<file path="src/rtl/mem_stage_lsu.sv">
// mem_stage_lsu -- MEM-stage load/store unit with the MEM/WB pipeline register.
//
// Takes the EX/MEM outputs. A load or store issues one data-memory access over
// a req/ack bus and holds the pipe (Stall_M) until the access completes. Store
// data is replicated across the byte lanes with matching byte enables. Load
// data is selected from its lane and sign- or zero-extended. Results are
// registered for WB.
//
// Parameters:
//   WIDTH        datapath/address width. The lane logic assumes 32.
//   ACK_TIMEOUT  maximum number of BUSY cycles before the access is aborted (>= 2).
//
// Ports:
//   clk, rst                       clock (rising edge), asynchronous active-high reset
//   Valid_M .. PCPlus4_M           EX/MEM inputs (valid, rd write, result select,
//                                  store, funct3, address/ALU result, rs2, rd, PC+4)
//   Stall_M                        holds IF..EX/MEM while an access is in flight
//   dmem_req/we/addr/be/wdata      data bus request, registered, stable while BUSY
//   dmem_ack, dmem_rdata           completion handshake; rdata is valid with ack
//   RegWrite_W .. PCPlus4_W        MEM/WB register outputs
//   err_W                          {misaligned, bus_timeout}, valid with its instruction
//
// Optional build macro:
//   MISALIGN_TRAP_EN  When defined, a misaligned LH/LHU/SH/LW/SW does not go to
//                     the bus and retires next edge with err_W[1] set. When
//                     undefined, the low address bits are ignored and the
//                     access is silently aligned.
module mem_stage_lsu #(
  parameter int unsigned WIDTH       = 32,
  parameter int unsigned ACK_TIMEOUT = 16
) (
  input  logic             clk,
  input  logic             rst,
  input  logic             Valid_M,
  input  logic             RegWrite_M,
  input  logic [1:0]       ResultSrc_M,
  input  logic             MemWrite_M,
  input  logic [2:0]       funct3_M,
  input  logic [WIDTH-1:0] ALUResult_M,
  input  logic [WIDTH-1:0] WriteData_M,
  input  logic [4:0]       Rd_M,
  input  logic [WIDTH-1:0] PCPlus4_M,
  output logic             Stall_M,
  output logic             dmem_req,
  output logic             dmem_we,
  output logic [WIDTH-1:0] dmem_addr,
  output logic [3:0]       dmem_be,
  output logic [WIDTH-1:0] dmem_wdata,
  input  logic             dmem_ack,
  input  logic [WIDTH-1:0] dmem_rdata,
  output logic             RegWrite_W,
  output logic [1:0]       ResultSrc_W,
  output logic [WIDTH-1:0] ALUResult_W,
  output logic [WIDTH-1:0] ReadData_W,
  output logic [4:0]       Rd_W,
  output logic [WIDTH-1:0] PCPlus4_W,
  output logic [1:0]       err_W
);

  localparam int unsigned   CW       = $clog2(ACK_TIMEOUT);
  localparam logic [CW-1:0] CNT_LAST = CW'(ACK_TIMEOUT - 1);

  typedef enum logic [1:0] {S_IDLE, S_BUSY, S_DONE} state_t;

  state_t           state_q, state_d;
  logic [CW-1:0]    cnt_q, cnt_d;
  logic             req_q, req_d;
  logic             we_q, we_d;
  logic [3:0]       be_q, be_d;
  logic [WIDTH-1:0] wdata_q, wdata_d;
  logic             timeout_q, timeout_d;
  logic [WIDTH-1:0] rdata_q, rdata_d;
  // Instruction held for the duration of the access
  logic [2:0]       f3_q, f3_d;
  logic             rw_h_q, rw_h_d;
  logic [1:0]       rs_h_q, rs_h_d;
  logic [WIDTH-1:0] alu_h_q, alu_h_d;
  logic [4:0]       rd_h_q, rd_h_d;
  logic [WIDTH-1:0] pc4_h_q, pc4_h_d;
  // MEM/WB register
  logic             regwrite_w_q, regwrite_w_d;
  logic [1:0]       resultsrc_w_q, resultsrc_w_d;
  logic [WIDTH-1:0] aluresult_w_q, aluresult_w_d;
  logic [WIDTH-1:0] readdata_w_q, readdata_w_d;
  logic [4:0]       rd_w_q, rd_w_d;
  logic [WIDTH-1:0] pcplus4_w_q, pcplus4_w_d;
  logic [1:0]       err_w_q, err_w_d;

  logic             access, size_byte, size_half, misalign, mis_trap, launch;
  logic [3:0]       be_calc;
  logic [WIDTH-1:0] wdata_calc, ld_ext;
  logic [7:0]       ld_byte;
  logic [15:0]      ld_half;

  // Decode of the instruction currently presented on the EX/MEM inputs
  always_comb begin
    access    = Valid_M & (MemWrite_M | (ResultSrc_M == 2'b01));
    size_byte = (funct3_M[1:0] == 2'b00);
    size_half = (funct3_M[1:0] == 2'b01);
`ifdef MISALIGN_TRAP_EN
    misalign  = size_half ? ALUResult_M[0] : (!size_byte & (ALUResult_M[1:0] != 2'b00));
`else
    misalign  = 1'b0;
`endif
    mis_trap  = access & misalign;
    launch    = access & ~misalign;

    if (size_byte) begin
      be_calc    = 4'b0001 << ALUResult_M[1:0];
      wdata_calc = {(WIDTH/8){WriteData_M[7:0]}};
    end else if (size_half) begin
      be_calc    = ALUResult_M[1] ? 4'b1100 : 4'b0011;
      wdata_calc = {(WIDTH/16){WriteData_M[15:0]}};
    end else begin
      be_calc    = 4'b1111;
      wdata_calc = WriteData_M;
    end
  end

  // Lane selection and extension use the held address, not the live inputs
  always_comb begin
    ld_byte = dmem_rdata[{alu_h_q[1:0], 3'b000} +: 8];
    ld_half = dmem_rdata[{alu_h_q[1], 4'b0000} +: 16];
    case (f3_q)
      3'b000:  ld_ext = {{(WIDTH-8){ld_byte[7]}}, ld_byte};
      3'b001:  ld_ext = {{(WIDTH-16){ld_half[15]}}, ld_half};
      3'b100:  ld_ext = {{(WIDTH-8){1'b0}}, ld_byte};
      3'b101:  ld_ext = {{(WIDTH-16){1'b0}}, ld_half};
      default: ld_ext = dmem_rdata;
    endcase
  end

  always_comb begin
    state_d       = state_q;
    cnt_d         = cnt_q;
    req_d         = req_q;
    we_d          = we_q;
    be_d          = be_q;
    wdata_d       = wdata_q;
    timeout_d     = timeout_q;
    rdata_d       = rdata_q;
    f3_d          = f3_q;
    rw_h_d        = rw_h_q;
    rs_h_d        = rs_h_q;
    alu_h_d       = alu_h_q;
    rd_h_d        = rd_h_q;
    pc4_h_d       = pc4_h_q;
    regwrite_w_d  = regwrite_w_q;
    resultsrc_w_d = resultsrc_w_q;
    aluresult_w_d = aluresult_w_q;
    readdata_w_d  = readdata_w_q;
    rd_w_d        = rd_w_q;
    pcplus4_w_d   = pcplus4_w_q;
    err_w_d       = err_w_q;

    case (state_q)
      S_IDLE: begin
        if (launch) begin
          state_d      = S_BUSY;
          req_d        = 1'b1;
          cnt_d        = '0;
          timeout_d    = 1'b0;
          rdata_d      = '0;
          we_d         = MemWrite_M;
          be_d         = be_calc;
          wdata_d      = wdata_calc;
          f3_d         = funct3_M;
          rw_h_d       = RegWrite_M;
          rs_h_d       = ResultSrc_M;
          alu_h_d      = ALUResult_M;
          rd_h_d       = Rd_M;
          pc4_h_d      = PCPlus4_M;
          // WB sees a bubble while the access is outstanding
          regwrite_w_d = 1'b0;
          err_w_d      = '0;
        end else begin
          // Pass-through: non-access, invalid, or trapped misaligned access
          regwrite_w_d  = Valid_M & RegWrite_M & ~mis_trap;
          resultsrc_w_d = ResultSrc_M;
          aluresult_w_d = ALUResult_M;
          readdata_w_d  = '0;
          rd_w_d        = Rd_M;
          pcplus4_w_d   = PCPlus4_M;
          err_w_d       = {mis_trap, 1'b0};
        end
      end
      S_BUSY: begin
        regwrite_w_d = 1'b0;
        err_w_d      = '0;
        cnt_d        = cnt_q + CW'(1);
        // An ack in the final counted cycle still completes the access
        if (dmem_ack) begin
          rdata_d = we_q ? '0 : ld_ext;
          req_d   = 1'b0;
          state_d = S_DONE;
        end else if (cnt_q == CNT_LAST) begin
          timeout_d = 1'b1;
          req_d     = 1'b0;
          state_d   = S_DONE;
        end
      end
      S_DONE: begin
        regwrite_w_d  = rw_h_q & ~timeout_q;
        resultsrc_w_d = rs_h_q;
        aluresult_w_d = alu_h_q;
        readdata_w_d  = timeout_q ? '0 : rdata_q;
        rd_w_d        = rd_h_q;
        pcplus4_w_d   = pc4_h_q;
        err_w_d       = {1'b0, timeout_q};
        state_d       = S_IDLE;
      end
      default: state_d = S_IDLE;
    endcase
  end

  always_ff @(posedge clk or posedge rst) begin
    if (rst) begin
      state_q       <= S_IDLE;
      cnt_q         <= '0;
      req_q         <= 1'b0;
      we_q          <= 1'b0;
      be_q          <= '0;
      wdata_q       <= '0;
      timeout_q     <= 1'b0;
      rdata_q       <= '0;
      f3_q          <= '0;
      rw_h_q        <= 1'b0;
      rs_h_q        <= '0;
      alu_h_q       <= '0;
      rd_h_q        <= '0;
      pc4_h_q       <= '0;
      regwrite_w_q  <= 1'b0;
      resultsrc_w_q <= '0;
      aluresult_w_q <= '0;
      readdata_w_q  <= '0;
      rd_w_q        <= '0;
      pcplus4_w_q   <= '0;
      err_w_q       <= '0;
    end else begin
      state_q       <= state_d;
      cnt_q         <= cnt_d;
      req_q         <= req_d;
      we_q          <= we_d;
      be_q          <= be_d;
      wdata_q       <= wdata_d;
      timeout_q     <= timeout_d;
      rdata_q       <= rdata_d;
      f3_q          <= f3_d;
      rw_h_q        <= rw_h_d;
      rs_h_q        <= rs_h_d;
      alu_h_q       <= alu_h_d;
      rd_h_q        <= rd_h_d;
      pc4_h_q       <= pc4_h_d;
      regwrite_w_q  <= regwrite_w_d;
      resultsrc_w_q <= resultsrc_w_d;
      aluresult_w_q <= aluresult_w_d;
      readdata_w_q  <= readdata_w_d;
      rd_w_q        <= rd_w_d;
      pcplus4_w_q   <= pcplus4_w_d;
      err_w_q       <= err_w_d;
    end
  end

  assign Stall_M     = (state_q == S_BUSY) | ((state_q == S_IDLE) & launch);
  assign dmem_req    = req_q;
  assign dmem_we     = we_q;
  assign dmem_addr   = {alu_h_q[WIDTH-1:2], 2'b00};
  assign dmem_be     = be_q;
  assign dmem_wdata  = wdata_q;
  assign RegWrite_W  = regwrite_w_q;
  assign ResultSrc_W = resultsrc_w_q;
  assign ALUResult_W = aluresult_w_q;
  assign ReadData_W  = readdata_w_q;
  assign Rd_W        = rd_w_q;
  assign PCPlus4_W   = pcplus4_w_q;
  assign err_W       = err_w_q;

endmodule

</file>
<file path="config.mk">
export PLATFORM = sky130hd
export DESIGN_NAME = mem_stage_lsu
export DESIGN_NICKNAME = d
export VERILOG_FILES = /design/src/rtl/mem_stage_lsu.sv
export SDC_FILE = /design/constraint.sdc
export NUM_CORES = 1
export LEC_CHECK = 0
export ABC_AREA = 1
export CORE_UTILIZATION = 44
export DETAILED_ROUTE_END_ITERATION = 8
export MAX_ROUTING_LAYER = met4
export PLACE_DENSITY = 0.74
export SYNTH_ARGS = -nofsm -noshare
export SYNTH_HDL_FRONTEND = slang
export SYNTH_SLANG_ARGS = --single-unit
</file>
<file path="constraint.sdc">
create_clock -name clk -period 20.6 [get_ports clk]
set_input_delay 4.12 -clock clk [delete_from_list [all_inputs] [get_ports clk]]
set_output_delay 4.12 -clock clk [all_outputs]
set_load 0.02 [all_outputs]
</file>
==> key figures, run 1 <==
Place
  • HPWL after detailed placement: 21800 um
  • Final RePlAce weighted congestion: 0.8601
  • Port Buf Inserts: 317
  • Placed cells: between 1500 and 2000

Routing
  • Final WL: 32290 um
  • Drt first-iter violations: 776
  • Via count: 10170
  • Pre-antenna DRT Iters: 7
  • DRC: 14
  • Antenna viol nets, final: 0
  • WL/cell: ~16 um
  • Vias/cell: ~5

Min path
  • Hold Startpoint: pc4_h_q[15]
  • Hold Path Class: reg2reg
  • Hold Path Sink: pc4_h_q[15]
  • Hold path depth: 2

Global route
  • Largest net degree at the start of global routing: 124
  • Initial antenna violation count: 0
  • Grt total ovfl: 0
  • Number of global-route vias before repair: 9975
  • GRT Total Usage: between 20 and 25%
  • Global-route wire length before repair: 52910 um

Setup path
  • CP required: 16.48 ns
  • CP max FO: 88
  • Crit path launch type: input pin
  • WS Path Type: in2out
  • Worst r2r path cells: 7
  • Worst r2r src: state_q[0]
  • Reg2reg setup slack: 16.71 ns
  • RR Endpoint: ReadData_W[21]
  • CP Capture Type: primary output
  • Arrival time at the worst endpoint: 6.50 ns

Status
  • Violated checks: design-rule violations
  • Status: complete, but fails checks

STA
  • Worst slew pin tran: 1.052 ns
  • Clock Skew: 0.01134 ns
  • Final Max Tran Viols: 0
  • Fmax: 94.20 MHz
  • Post-layout min period: 10.62 ns
  • Final setup fails: 0
  • Tcrit/Tclk final: 51.53%
  • RSZ-0062 raised after global routing: no
  • Sum of negative setup slack: 0 ns
  • Fin. Hold Viols: 0
  • Rel. slew slack: 29.89%

Yosys
  • Synth cell count leaders: nand2_1, dfrtp_1, o21ai_0, nor2_1, inv_1
  • Area contributors post-synth: dfrtp_1, nand2_1, o21ai_0, nor2_1, buf_4
  • Area share of the largest cell type after synthesis: 54.48%
  • Cell area after synthesis: around 12000 um2
  • Most frequent cell after synthesis: nand2_1
  • EDFF count, synth: 0
  • Synth async-reset ratio: 100.0%
  • Distinct cell type count after synthesis: 34
  • Flops & latches, synth: around 260
  • YS warnings: 0
  • Post-synthesis sequential area ratio: 54.48%
  • Mean instance size in the synthesized netlist: 8.290 um2
  • Yosys top cell by area: dfrtp_1
  • Synthesized instance count: around 1400
  • Main synth FF type: dfrtp_1

Finish
  • Post-Layout Cell Count: 2026
  • Final nets: 1820
  • Final Util: 60.03%
  • Layout cells sized above 1: 4.494%
  • Antenna cells: 0
  • Syn-to-layout area delta: 33.27%

Floorplanning
  • I/O pins: 321
  • DIE HEIGHT: between 150 and 200 um
  • Core area: between 20000 and 30000 um2
  • Die area: 27490 um2
  • Starting density of the core: between 40% and 50%
  • Die width: approximately 170 um
  • FP Rows: 59

Run
  • Max-Cap Viols: 0

Clock network
  • Cts hold-fix bufs: 0
  • Total CTS buffers: 28
  • Bufs on Longest Clock Path: 3
  • Max H-tree Level: 1
  • Clk sink count: 257
  • Clock-pin transition on the worst setup and hold timing paths: roughly 0.050 ns
  • Clk_lat worst skew: 0.53 ns
  • Clock root buffer: clkbuf_16
  • Post-cts resize count: 0
  • TritonCTS clock tree: done
  • Post-CTS Setup Bufs: 0

Power
  • Leak: 7.428 nW
  • VDD IR-drop max: 0.1065 mV
  • Pwr dens: 156.6 nW/um2
[critical path, stage by stage]
cell,delay [ns]
clkdlybuf4s50_1,0.42
inv_2,0.07
nand2_1,0.11
nand2_1,0.15
nand3_4,0.68
nand2_1,0.25
clkdlybuf4s50_1,0.68
[power by group]
| part | total, mW | leakage, nW | internal (mW) | switching (mW) |
|---|---|---|---|---|
| Clock | 0.498 | 0.448 | 0.296 | 0.201 |
| Sequential | 0.864 | 3.26 | 0.725 | 0.139 |
| Combinational | 1.10 | 3.72 | 0.444 | 0.658 |
| Total | 2.46 | 7.43 | 1.46 | 0.999 |
[cell families after synthesis]
kind of cell,share of synthesized area (%)
AO/OA/AOI/OAI,10.70
AND/OR/NAND/NOR,23.57
flip-flops,54.48
adder cells (fa/ha/maj),0.5299
other,0.03177
XOR/XNOR,0.1484
multiplexers,2.968
buffers and inverters,7.567
[stage by stage]
stage | cell area, um2 | total power [mW] | hold slack, ns | setup WS, ns
final | 15730 | 2.463 | 0.4774 | 9.984
after global routing | 15730 | 2.638 | 0.4958 | 9.720
after CTS | 15730 | 2.486 | 0.4813 | 9.924
after detailed placement | 14830 | 1.975 | 0.4641 | 9.954
after global placement | 14830 | 1.946 | 0.4606 | 9.955
after floorplan | 11810 | 1.569 | 0.4479 | 9.410
[how the worst max path moves through the flow]
stage / slack [ns] / to / start
floorplan: 9.41 / ALUResult_W[0] / rst
global placement: 9.95 / Stall_M / ResultSrc_M[0]
detailed placement: 9.95 / Stall_M / ResultSrc_M[0]
CTS: 9.92 / Stall_M / ResultSrc_M[1]
global route: 9.72 / Stall_M / ResultSrc_M[1]
finish: 9.98 / Stall_M / ResultSrc_M[1]
[cell usage in the layout, fill, tap and decap left out, types with 8 or more instances in the layout]
master           synthesis  final
nand2_1                567    567
clkdlybuf4s50_1          0    317
dfrtp_1                257    257
o21ai_0                182    182
nor2_1                  98     98
inv_1                   51     49
mux2i_1                 35     35
o21ai_1                 32     32
nand3_1                 29     29
clkbuf_16                0     29
buf_4                   47     10
clkbuf_1                30      9
a21oi_1                  8      8
o21a_1                   8      8
o31ai_1                  8      8
[area by class of cell]
class / count / area [um2]
fillers: 2312 / 10470
flip-flops and latches: 257 / 6431
multi-input cells: 1000 / 4506
repair buffers: 327 / 3248
clock buffers: 42 / 814.5
well taps: 335 / 419.2
inverters: 57 / 224.0
clock inverters: 8 / 90.09
[sequential cells by signal, summed over array words and instances, names as in the netlist, 2 cells and up]
register     cells
ALUResult_W     32
PCPlus4_W       32
Rd_W             5
ReadData_W      32
ResultSrc_W      2
alu_h_q         32
cnt_q            4
dmem_be          4
dmem_wdata      32
f3_q             3
pc4_h_q         32
rd_h_q           5
rdata_q         32
rs_h_q           2
state_q          2
[metal layers]
layer	global-route usage [%]	part of all wire, %	vias up
met3	5.934	7.5	45
met4	5.445	1.9	0
met2	38.78	47	299
li1	-	-	4982
met1	31.55	43	4847
met5	-	0	-
Note: power is estimated with default switching activity, not from simulation.
==> inputs of run 2 (changes only) <==
==> constraint.sdc (replaced) <==
create_clock -name clk -period 10.3 [get_ports clk]
set_input_delay 2.06 -clock clk [delete_from_list [all_inputs] [get_ports clk]]
set_output_delay 2.06 -clock clk [all_outputs]
set_load 0.02 [all_outputs]
==> run 2 against run 1 <==
Compared with the run above: the flow still finishes with violations (design-rule violations); worst setup slack got worse by 6.2 ns; design area increased by 0.99%; non-clock buffer count unchanged; die area unchanged; largest cell class unchanged.
==> key figures, run 2 (synthesis gave the netlist of run 1 again) <==
Status
  • Status: complete, but fails checks
  • Violated checks: design-rule violations

Setup path
  • CP max stage cell: clkdlybuf4s50_1
  • Crit-path cells: clkdlybuf4s50_1, inv_2, nand2_1, nand2_1, nand3_4, nand2_1, clkdlybuf4s50_1
  • Slowest stage delay, CP: 0.69 ns
  • CP max FO: 88
  • Crit path launch type: input pin
  • Most frequent CP cell: nand2_1
  • CP Capture Type: primary output
  • Arrival time at the worst endpoint: 4.44 ns
  • CP required: 8.24 ns
  • WS Path Type: in2out

Finish
  • Final nets: about 1800
  • Final Util: between 60% and 70%
  • Register area: about 6400 um2
  • Multi-input gate area in the final layout: roughly 4500 um2
  • Fillers: roughly 2300
  • Layout cells sized above 1: 5.021%
  • Most common cell after layout, fill and taps aside: nand2_1
  • Post-route cell area: between 15000 and 20000 um2
  • Leading cell types in the layout, fill and taps excluded: nand2_1, clkdlybuf4s50_1, dfrtp_1
  • Syn-to-layout area delta: 34.58%
  • Antenna cells: 0

STA
  • Worst slew pin tran: between 1 and 1.5 ns
  • Final setup fails: 0
  • Clock Skew: between 0.015 and 0.02 ns
  • Final worst setup slack: 3.805 ns
  • Fmax: 154.0 MHz
  • Post-layout min period: 6.495 ns
  • Rel. slew slack: 31.29%
  • Sum of negative setup slack: 0 ns
  • Fin. Hold Viols: 0
  • Final Max Tran Viols: 0
  • Tcrit/Tclk final: 63.06%
  • RSZ-0062 raised after global routing: no

Routing
  • Via count: 10100
  • WL/cell: 15.84 um
  • Pre-antenna DRT Iters: 7
  • Vias/cell: 4.980
  • Antenna viol nets, final: 0
  • Drt first-iter violations: 861
  • Final WL: 32130 um
  • DRC: 14

Place
  • HPWL after detailed placement: between 20000 and 25000 um
  • Pre-CTS setup slack: 3.778 ns
  • Port Buf Inserts: 317
  • Area of placed instances: about 15000 um2
  • Final RePlAce weighted congestion: 0.8394

Floorplanning
  • FP Rows: just under 60
  • Starting density of the core: a little under half
  • DIE HEIGHT: 165.8 um
  • Die area: 27490 um2
  • Die width: 165.8 um
  • Core area: 26210 um2
  • I/O pins: roughly 320

Run
  • Max-Cap Viols: 0

Clock network
  • Clock-pin transition on the worst setup and hold timing paths: approximately 0.060 ns
  • Clock root buffer: clkbuf_16
  • Post-CTS Setup Bufs: 0
  • Post-cts resize count: 0
  • Clk sink count: 257
  • Total CTS buffers: 29
  • Clk_lat worst skew: 0.55 ns
  • Bufs on Longest Clock Path: 3
  • TritonCTS clock tree: done
  • Cts hold-fix bufs: 0
  • Max H-tree Level: 1

Power
  • Pwr dens: roughly 320 nW/um2
  • VDD IR-drop max: slightly below 0.2 mV
  • Leak: 7.488 nW
  • Pwr Total: around 5.1 mW

Min path
  • Hold Path Class: reg2reg

Global route
  • Global-route wire length before repair: between 50000 and 60000 um
  • Largest net degree at the start of global routing: roughly 130
  • Grt total ovfl: 0
  • Number of global-route vias before repair: 10200
  • Initial antenna violation count: 0
  • GRT Total Usage: 24.43%
[run 2: metrics by stage]
step / instances / hold slack (ns)
2_1_floorplan: 1426 / 0.4479
3_3_place_gp: 1976 / 0.4610
3_5_place_dp: 1976 / 0.4651
4_1_cts: 2028 / 0.4819
5_1_grt: 2028 / 0.5010
6_report: 2028 / 0.4770
[run 2: path summary, 6_finish.rpt]
kind	from	endpoint	slack, ns	cells after the start
max	ResultSrc_M[1]	Stall_M	3.80	7
min	rd_h_q[2]	rd_h_q[2]	0.48	2
max reg2reg	state_q[0]	ALUResult_W[15]	6.47	7
min reg2reg	rd_h_q[2]	rd_h_q[2]	0.48	2
max in group asynchronous	rst	pc4_h_q[1]	6.61	3
min in group asynchronous	rst	dmem_wdata[20]	2.05	2
[run 2: report_power, final]
group	switching, mW	internal [mW]	total, mW
sequential	0.282	1.45	1.73
clock	0.419	0.704	1.12
combinational	1.31	0.888	2.20
total	2.01	3.04	5.05
[run 2: critical path: cells and delay by family]
kind	cells	cell delay, ns
AND/OR/NAND/NOR	4	1.18
buffers and inverters	3	1.18
[run 2: layout make-up]
cell class / instances / share of cell area (%)
clock buffers: 40 / 5.395
clock inverters: 12 / 1.276
inverters: 57 / 1.410
multi-input cells: 1000 / 28.36
flip-flops and latches: 257 / 40.48
well taps: 335 / 2.638
repair buffers: 327 / 20.44
[run 2: layer usage]
layer  share of wire (%)  vias up  GRT usage, %
met5                   0        -             -
li1                    -     4989             -
met3                 8.4       58         6.173
met4                 2.9        0         7.599
met1                  42     4726         31.07
met2                  47      326         38.43
